<file path="src/rtl/pe_serial_tx_if.sv">
// Load handshake between an upstream producer and the pe_serial_tx transmitter.
// The producer drives load_valid/load_data; the transmitter answers with load_ready.
interface pe_serial_tx_if #(
   parameter int WIDTH = 8
);
   logic             load_valid;
   logic [WIDTH-1:0] load_data;
   logic             load_ready;

   modport master (output load_valid, output load_data, input load_ready);
   modport slave  (input load_valid, input load_data, output load_ready);
endinterface

</file>
<file path="src/rtl/pe_serial_tx.sv">
// Bit-serial transmitter: takes a parallel word over a valid/ready handshake and
// shifts it out one bit per clock with a frame strobe, then pulses done for one cycle.
module pe_serial_tx #(
   parameter int WIDTH      = 8,
   parameter bit LSB_FIRST  = 1'b1,
   parameter bit IDLE_LEVEL = 1'b0
) (
   input  logic          clk,
   input  logic          rst,
   pe_serial_tx_if.slave ld,
   output logic          ser_out,
   output logic          ser_frame,
   output logic          busy,
   output logic          done
);
   localparam int            CW       = (WIDTH > 1) ? $clog2(WIDTH) : 1;
   localparam logic [CW-1:0] LAST_BIT = CW'(WIDTH - 1);

   typedef enum logic [1:0] {
      ST_IDLE  = 2'd0,
      ST_SHIFT = 2'd1,
      ST_DONE  = 2'd2
   } state_t;

   state_t           state_r;
   logic [WIDTH-1:0] shreg_r;
   logic [CW-1:0]    cnt_r;
   logic             ser_out_r;
   logic             ser_frame_r;
   logic             busy_r;
   logic             done_r;
   logic             load_ready_r;

   logic [WIDTH-1:0] shreg_adv_s;
   logic             next_bit_s;
   logic             first_bit_s;

   // Shift direction and the bit that goes out next, for both bit orders.
   always_comb begin
      shreg_adv_s = shreg_r;
      next_bit_s  = 1'b0;
      first_bit_s = 1'b0;
      if (LSB_FIRST) begin
         shreg_adv_s = {1'b0, shreg_r[WIDTH-1:1]};
         next_bit_s  = shreg_r[1];
         first_bit_s = ld.load_data[0];
      end else begin
         shreg_adv_s = {shreg_r[WIDTH-2:0], 1'b0};
         next_bit_s  = shreg_r[WIDTH-2];
         first_bit_s = ld.load_data[WIDTH-1];
      end
   end

   // Transmit FSM; every output is a register so nothing combinational reaches a port.
   always_ff @(posedge clk) begin
      if (rst) begin
         state_r      <= ST_IDLE;
         shreg_r      <= '0;
         cnt_r        <= '0;
         ser_out_r    <= IDLE_LEVEL;
         ser_frame_r  <= 1'b0;
         busy_r       <= 1'b0;
         done_r       <= 1'b0;
         load_ready_r <= 1'b1;
      end else begin
         case (state_r)
            ST_IDLE: begin
               done_r <= 1'b0;
               if (ld.load_valid && load_ready_r) begin
                  // First bit is launched on the accept edge itself for one-cycle latency.
                  state_r      <= ST_SHIFT;
                  shreg_r      <= ld.load_data;
                  cnt_r        <= '0;
                  ser_out_r    <= first_bit_s;
                  ser_frame_r  <= 1'b1;
                  busy_r       <= 1'b1;
                  load_ready_r <= 1'b0;
               end else begin
                  ser_out_r    <= IDLE_LEVEL;
                  ser_frame_r  <= 1'b0;
                  busy_r       <= 1'b0;
                  load_ready_r <= 1'b1;
               end
            end
            ST_SHIFT: begin
               if (cnt_r == LAST_BIT) begin
                  state_r     <= ST_DONE;
                  ser_out_r   <= IDLE_LEVEL;
                  ser_frame_r <= 1'b0;
                  done_r      <= 1'b1;
               end else begin
                  shreg_r   <= shreg_adv_s;
                  cnt_r     <= cnt_r + {{(CW-1){1'b0}}, 1'b1};
                  ser_out_r <= next_bit_s;
               end
            end
            ST_DONE: begin
               state_r      <= ST_IDLE;
               done_r       <= 1'b0;
               busy_r       <= 1'b0;
               load_ready_r <= 1'b1;
            end
            default: begin
               state_r      <= ST_IDLE;
               ser_out_r    <= IDLE_LEVEL;
               ser_frame_r  <= 1'b0;
               busy_r       <= 1'b0;
               done_r       <= 1'b0;
               load_ready_r <= 1'b1;
            end
         endcase
      end
   end

   assign ser_out       = ser_out_r;
   assign ser_frame     = ser_frame_r;
   assign busy          = busy_r;
   assign done          = done_r;
   assign ld.load_ready = load_ready_r;
endmodule

</file>
<file path="src/flat_wrapper.sv">
// flat-port wrapper written by rule: the top's interface ports become plain ports
module pe_serial_tx_flat 
#(
   parameter int WIDTH      = 8,
   parameter bit LSB_FIRST  = 1'b1,
   parameter bit IDLE_LEVEL = 1'b0
)
  (clk, rst, ser_out, ser_frame, busy, done, ld_load_valid, ld_load_data, ld_load_ready);
  pe_serial_tx_if #(.WIDTH(WIDTH)) ld_i ();
  input  logic clk;
  input  logic rst;
  output logic ser_out;
  output logic ser_frame;
  output logic busy;
  output logic done;
  input wire logic [$bits(ld_i.load_valid)-1:0] ld_load_valid;
  input wire logic [$bits(ld_i.load_data)-1:0] ld_load_data;
  output wire logic [$bits(ld_i.load_ready)-1:0] ld_load_ready;
  assign ld_i.load_valid = ld_load_valid;
  assign ld_i.load_data = ld_load_data;
  assign ld_load_ready = ld_i.load_ready;
  pe_serial_tx #(.WIDTH(WIDTH), .LSB_FIRST(LSB_FIRST), .IDLE_LEVEL(IDLE_LEVEL)) u_core (.clk(clk), .rst(rst), .ld(ld_i), .ser_out(ser_out), .ser_frame(ser_frame), .busy(busy), .done(done));
endmodule
</file>
<file path="config.mk">
export PLATFORM = sky130hd
export DESIGN_NAME = pe_serial_tx_flat
export DESIGN_NICKNAME = d
export VERILOG_FILES = /design/src/rtl/pe_serial_tx_if.sv /design/src/rtl/pe_serial_tx.sv /design/src/flat_wrapper.sv
export SDC_FILE = /design/constraint.sdc
export NUM_CORES = 1
export LEC_CHECK = 0
export BUFFER_PORTS_ARGS = -buffer_cell sky130_fd_sc_hd__buf_2
export CAP_MARGIN = 25
export CORE_MARGIN = 2
export CORE_UTILIZATION = 46
export DETAILED_ROUTE_END_ITERATION = 10
export GPL_ROUTABILITY_DRIVEN = 0
export PLACE_DENSITY = 0.75
export RECOVER_POWER = 25
export SYNTH_ARGS = -nofsm -noshare
export SYNTH_HDL_FRONTEND = slang
export SYNTH_SLANG_ARGS = --single-unit
</file>
<file path="constraint.sdc">
create_clock -name clk -period 4.5 [get_ports clk]
set_input_delay 0.45 -clock clk [delete_from_list [all_inputs] [get_ports clk]]
set_output_delay 0.45 -clock clk [all_outputs]
set_load 0.03 [all_outputs]
</file>
-- After elaboration in Yosys (flattened, before gate mapping)
Index checks and enable logic that the tools add are counted.
- flip-flop bits (word level): 18
- input port bits: 11
- output and inout bits: 5
- logic and storage cells: 42
- $add $sub $neg: 1
- equality and inequality tests: 6
- mux-type cells: 18
- bitwise operators: 2
- reduce and logical (&&, ||, !) cells: 7
- operators by type and width (cell ; number):
    8-bit two-way mux ; 2
    8-bit case mux with 2 select lines ; 1
    3-bit two-way mux ; 2
    1-bit case mux with 3 select lines ; 2
    3-bit case mux with 2 select lines ; 1
    1-bit two-way mux ; 5
    2-bit two-way mux ; 2
    2-bit by 1-bit inequality test with 1-bit output, second input constant ; 2
    1-bit case mux with 2 select lines ; 2
    2-bit case mux with 2 select lines ; 1
    2-bit AND reduction ; 2
    3-bit by 1-bit adder with 3-bit output, second input constant ; 1
    3-bit == test, second input constant ; 1
    3-bit AND reduction ; 1
    2-bit by 1-bit == test with 1-bit output, second input constant ; 1
    2-bit == test, second input constant ; 1
    2-bit logical NOT ; 1
    2-bit inequality test, second input constant ; 1
    1-bit inverter ; 2
    2-bit nonzero test ; 1
    2-bit OR reduction ; 1
    1-bit logical AND ; 1

-- Logic depth before layout (Yosys ltp)
- depth in word-level cells: 3
- depth in mapped cells: 5
- mapped depth without buffers: 5

-- Worst setup path after synthesis
No wires, ideal clock.
- kind: reg-to-reg
- start point: register u_core.cnt_r[0]
- end point: register u_core.shreg_r[1]
- library setup time: 0.137 ns
- arrival time: 1.366 ns
- required time: 4.363 ns
- slack: 2.997 ns
- cell stages (with the launch flop): 6
- path buffers: 0
- period minus slack after synthesis: 1.503 ns
- cell sequence: dfxtp_1 -> ha_1 -> ha_1 -> or3b_4 -> nand2_4 -> a211oi_2
- cells in the longest elaborated chain, start to end: 3
- RTL lines (item ; line ; text):
    start, declared ; pe_serial_tx.sv:27 ; logic [CW-1:0] cnt_r;
    start signal, assigned ; pe_serial_tx.sv:93 ; cnt_r <= cnt_r + {{(CW-1){1'b0}}, 1'b1};
    3-bit == test ; pe_serial_tx.sv:86 ; if (cnt_r == LAST_BIT) begin
    2-bit inequality test (no line) ; -- ;
    3-bit AND reduction (no line) ; -- ;
    end signal, assigned ; pe_serial_tx.sv:72 ; shreg_r <= ld.load_data;
    end signal, assigned ; pe_serial_tx.sv:92 ; shreg_r <= shreg_adv_s;
    end, declared ; pe_serial_tx.sv:26 ; logic [WIDTH-1:0] shreg_r;
Every way passes these cells.
A chain may end at the register's enable or synchronous reset.

-- Final worst setup path
- start point: register u_core.state_r[0]
- end point: register u_core.shreg_r[3]
- cells in the longest elaborated chain, start to end: 3
- elaborated cells on any way between the ends: 7
- classes of those cells: 3 x eq/ne; 1 x mux; 3 x reduce/logical
- RTL lines (item ; line ; text):
    start, declared ; pe_serial_tx.sv:25 ; state_t state_r;
    start signal, assigned ; pe_serial_tx.sv:57 ; state_r <= ST_IDLE;
    start signal, assigned ; pe_serial_tx.sv:71 ; state_r <= ST_SHIFT;
    start signal, assigned ; pe_serial_tx.sv:87 ; state_r <= ST_DONE;
    2-bit by 1-bit == test with 1-bit output / 2-bit logical NOT (equally long branches) ; pe_serial_tx.sv:66 ; case (state_r)
    2-bit inequality test (no line) (tied with other cells) ; -- ;
    3-bit AND reduction (no line) ; -- ;
Parallel ways exist; a longest one is shown, timed or not.

==> metrics.yaml <==
endpoint_kind: "register"
num_antenna_cells: 0
synthFlopType: "dfxtp_1"
fmax_ghz: 0.593
crit_chain: "nor3b_4, nor3_1, a211oi_2"
drtIter0Drc: 1
skew_ns: 0.00701
syn2layout_area_growth_pct: 9.52
maxSlewViolCount: 0
start_util: 0.482
die_h_microns: 46.1
final_cells: 107
finalNetCount: 104
status: "finished clean"
synth_fp_nets: 89
dp_hpwl_mm: 1.05
cap_violations: 0
num-fill-cells: 159
drive_gt1_frac: 0.289
multiInputGateArea_sq_um: 432
wl_per_cell_microns: 13.9
wl_mm: 1.49
relSlewSlack: 0.517
yosysUniqueCellTypes: 26
tightest_slew_ns: 0.723
synthCells: 76
seqCellArea_sq_um: 340
grt_usage: 0.157
grt_pass1_wl_mm: 2.37
max_stage_delay_ns: 0.80
timing_worst_setup_path_type: "reg -> reg"
min_period_ns: 1.69
busiest_layer: "met2"
setup_tns_ns: 0
cts_buffers: 3
grt_pass1_vias: 530
ir_drop_uv: 158
cts_tree: "done"
seq_area_frac_synth: 0.418
path_depth: 3
min-delay-path-class: "in -> reg"
p_leak_nw: 0.364
setup_viol: 0
yosys_register_bits: 17
crit_path_top_delay_cell: "dfxtp_1"
clk_pin_slew_worst_paths_ns: 0.10
drtPass1Iterations: 3
cp.required_ns: 4.71
final_common_cell: "dfxtp_1"
critPathLaunchType: "register"
arrival_ns: 1.90
port-buffer-count: 15
cts.htree.levels: 1
synth_edf_count: 0
rows: 15
vias: 607
die_area_sq_mm: 0.00212
via_per_inst: 5.67
met3_usage: 0.0353
cts.sinks: 17
core_sq_mm: 0.00169
hold_depth: 3
reg2reg_depth: 3
crit_buf_inv: 0
grt-ovfl-total: 0
route.detailed.drc: 0
synth.avg_cell_area_sq_um: 10.7
cts-root-buf: "clkbuf_4"
post_cts_resize_count: 0
antenna_left: 0
grt_max_degree: 19
crit_path_max_fanout: 18
place_inst: 103
post-cts-setup-buffer-count: 0
path_delay_family: "flip-flops"
clk_path_buf_depth: 2
synthArstFlopShare: 0
met1_usage: 0.209
met2_usage: 0.242
hold_viol: 0
ys_warn_count: 0
fin_crit_sh: 0.375
final_cell_mix: "dfxtp_1 (17), buf_2 (13), nor3_1 (7), a21oi_1 (7)"
dieWidth_microns: 46.1
p_per_area_mw_per_mm2: 357
antenna_found_initial: 0
rsz0062_at_grt: "no"
ioPinCount: 16
worstSkewPairLatency_ns: 0.28
synth.cell_area_sq_um: 815
power.total_uw: 319
ctsHoldBuffers: 0
[through the flow]
step,util,worst slack [ns],cell area [sq um],hold slack (ns)
after global placement,0.514,2.87,868,0.457
after CTS,0.530,2.80,895,0.428
after floorplan,-,3.00,815,0.441
after global routing,0.528,2.70,892,0.452
final,0.528,2.81,892,0.432
after detailed placement,0.514,2.80,868,0.477
[state kept, by name, summed over array words and instances, names as in the netlist]
| name | flops |
|---|---|
| u_core.shreg_r | 7 |
| u_core.cnt_r | 3 |
| u_core.state_r | 2 |
| u_core.busy | 1 |
| u_core.done | 1 |
| u_core.ld.load_ready | 1 |
| u_core.ser_frame | 1 |
| u_core.ser_out | 1 |
[report_power, final]
| part | switching, mW | internal (mW) |
|---|---|---|
| registers | 0.0120 | 0.163 |
| logic | 0.0346 | 0.0294 |
| clock network | 0.0452 | 0.0344 |
| total | 0.0918 | 0.227 |
[worst paths after layout]
| path | startpoint | end | slack [ns] |
|---|---|---|---|
| max | u_core.state_r[0] | u_core.shreg_r[3] | 2.81 |
| min | ld_load_data[7] | u_core.shreg_r[7] | 0.43 |
| max reg2reg | u_core.state_r[0] | u_core.shreg_r[3] | 2.81 |
| min reg2reg | u_core.cnt_r[2] | u_core.cnt_r[2] | 0.49 |
[cells in the mapped netlist (all sizes together) (2+ instances only)]
| master | number | share of area |
|---|---|---|
| a21oi | 7 | 0.043 |
| nand2b | 2 | 0.015 |
| a211oi | 6 | 0.092 |
| mux2i | 6 | 0.074 |
| nand3 | 3 | 0.018 |
| buf | 4 | 0.048 |
| nand2 | 4 | 0.028 |
| nor3 | 7 | 0.043 |
| nor2 | 2 | 0.0092 |
| dfxtp | 17 | 0.42 |
| nor2b | 2 | 0.015 |
| ha | 2 | 0.031 |
| o21ai | 3 | 0.018 |
[layout make-up]
class | count | area share
multi-input combinational | 54 | 0.484
sequential | 17 | 0.381
timing repair buffer | 15 | 0.0813
clock buffer | 4 | 0.0295
tap | 17 | 0.0238
[tightest hold or removal path, delay by kind of cell]
| kind | cells | cell delay [ns] |
|---|---|---|
| AO/OA/AOI/OAI | 1 | 0.08 |
| buffers and inverters | 1 | 0.08 |
| AND/OR/NAND/NOR | 1 | 0.07 |
[layer usage]
layer,part of all wire,up-vias
li1,-,315
met1,0.51,279
met2,0.45,9
met3,0.034,4
met4,0.010,0
met5,0,-
[cells by family after synthesis]
group / count (synthesis) / synth area share
muxes: 6 / 0.0737
DFF: 17 / 0.418
adders and majority gates: 2 / 0.0307
AOI/OAI and AO/OA: 18 / 0.177
and+or+nand+nor: 28 / 0.249
buffers and inverters: 5 / 0.0522
No activity file was read; power rests on OpenSTA's default activity.
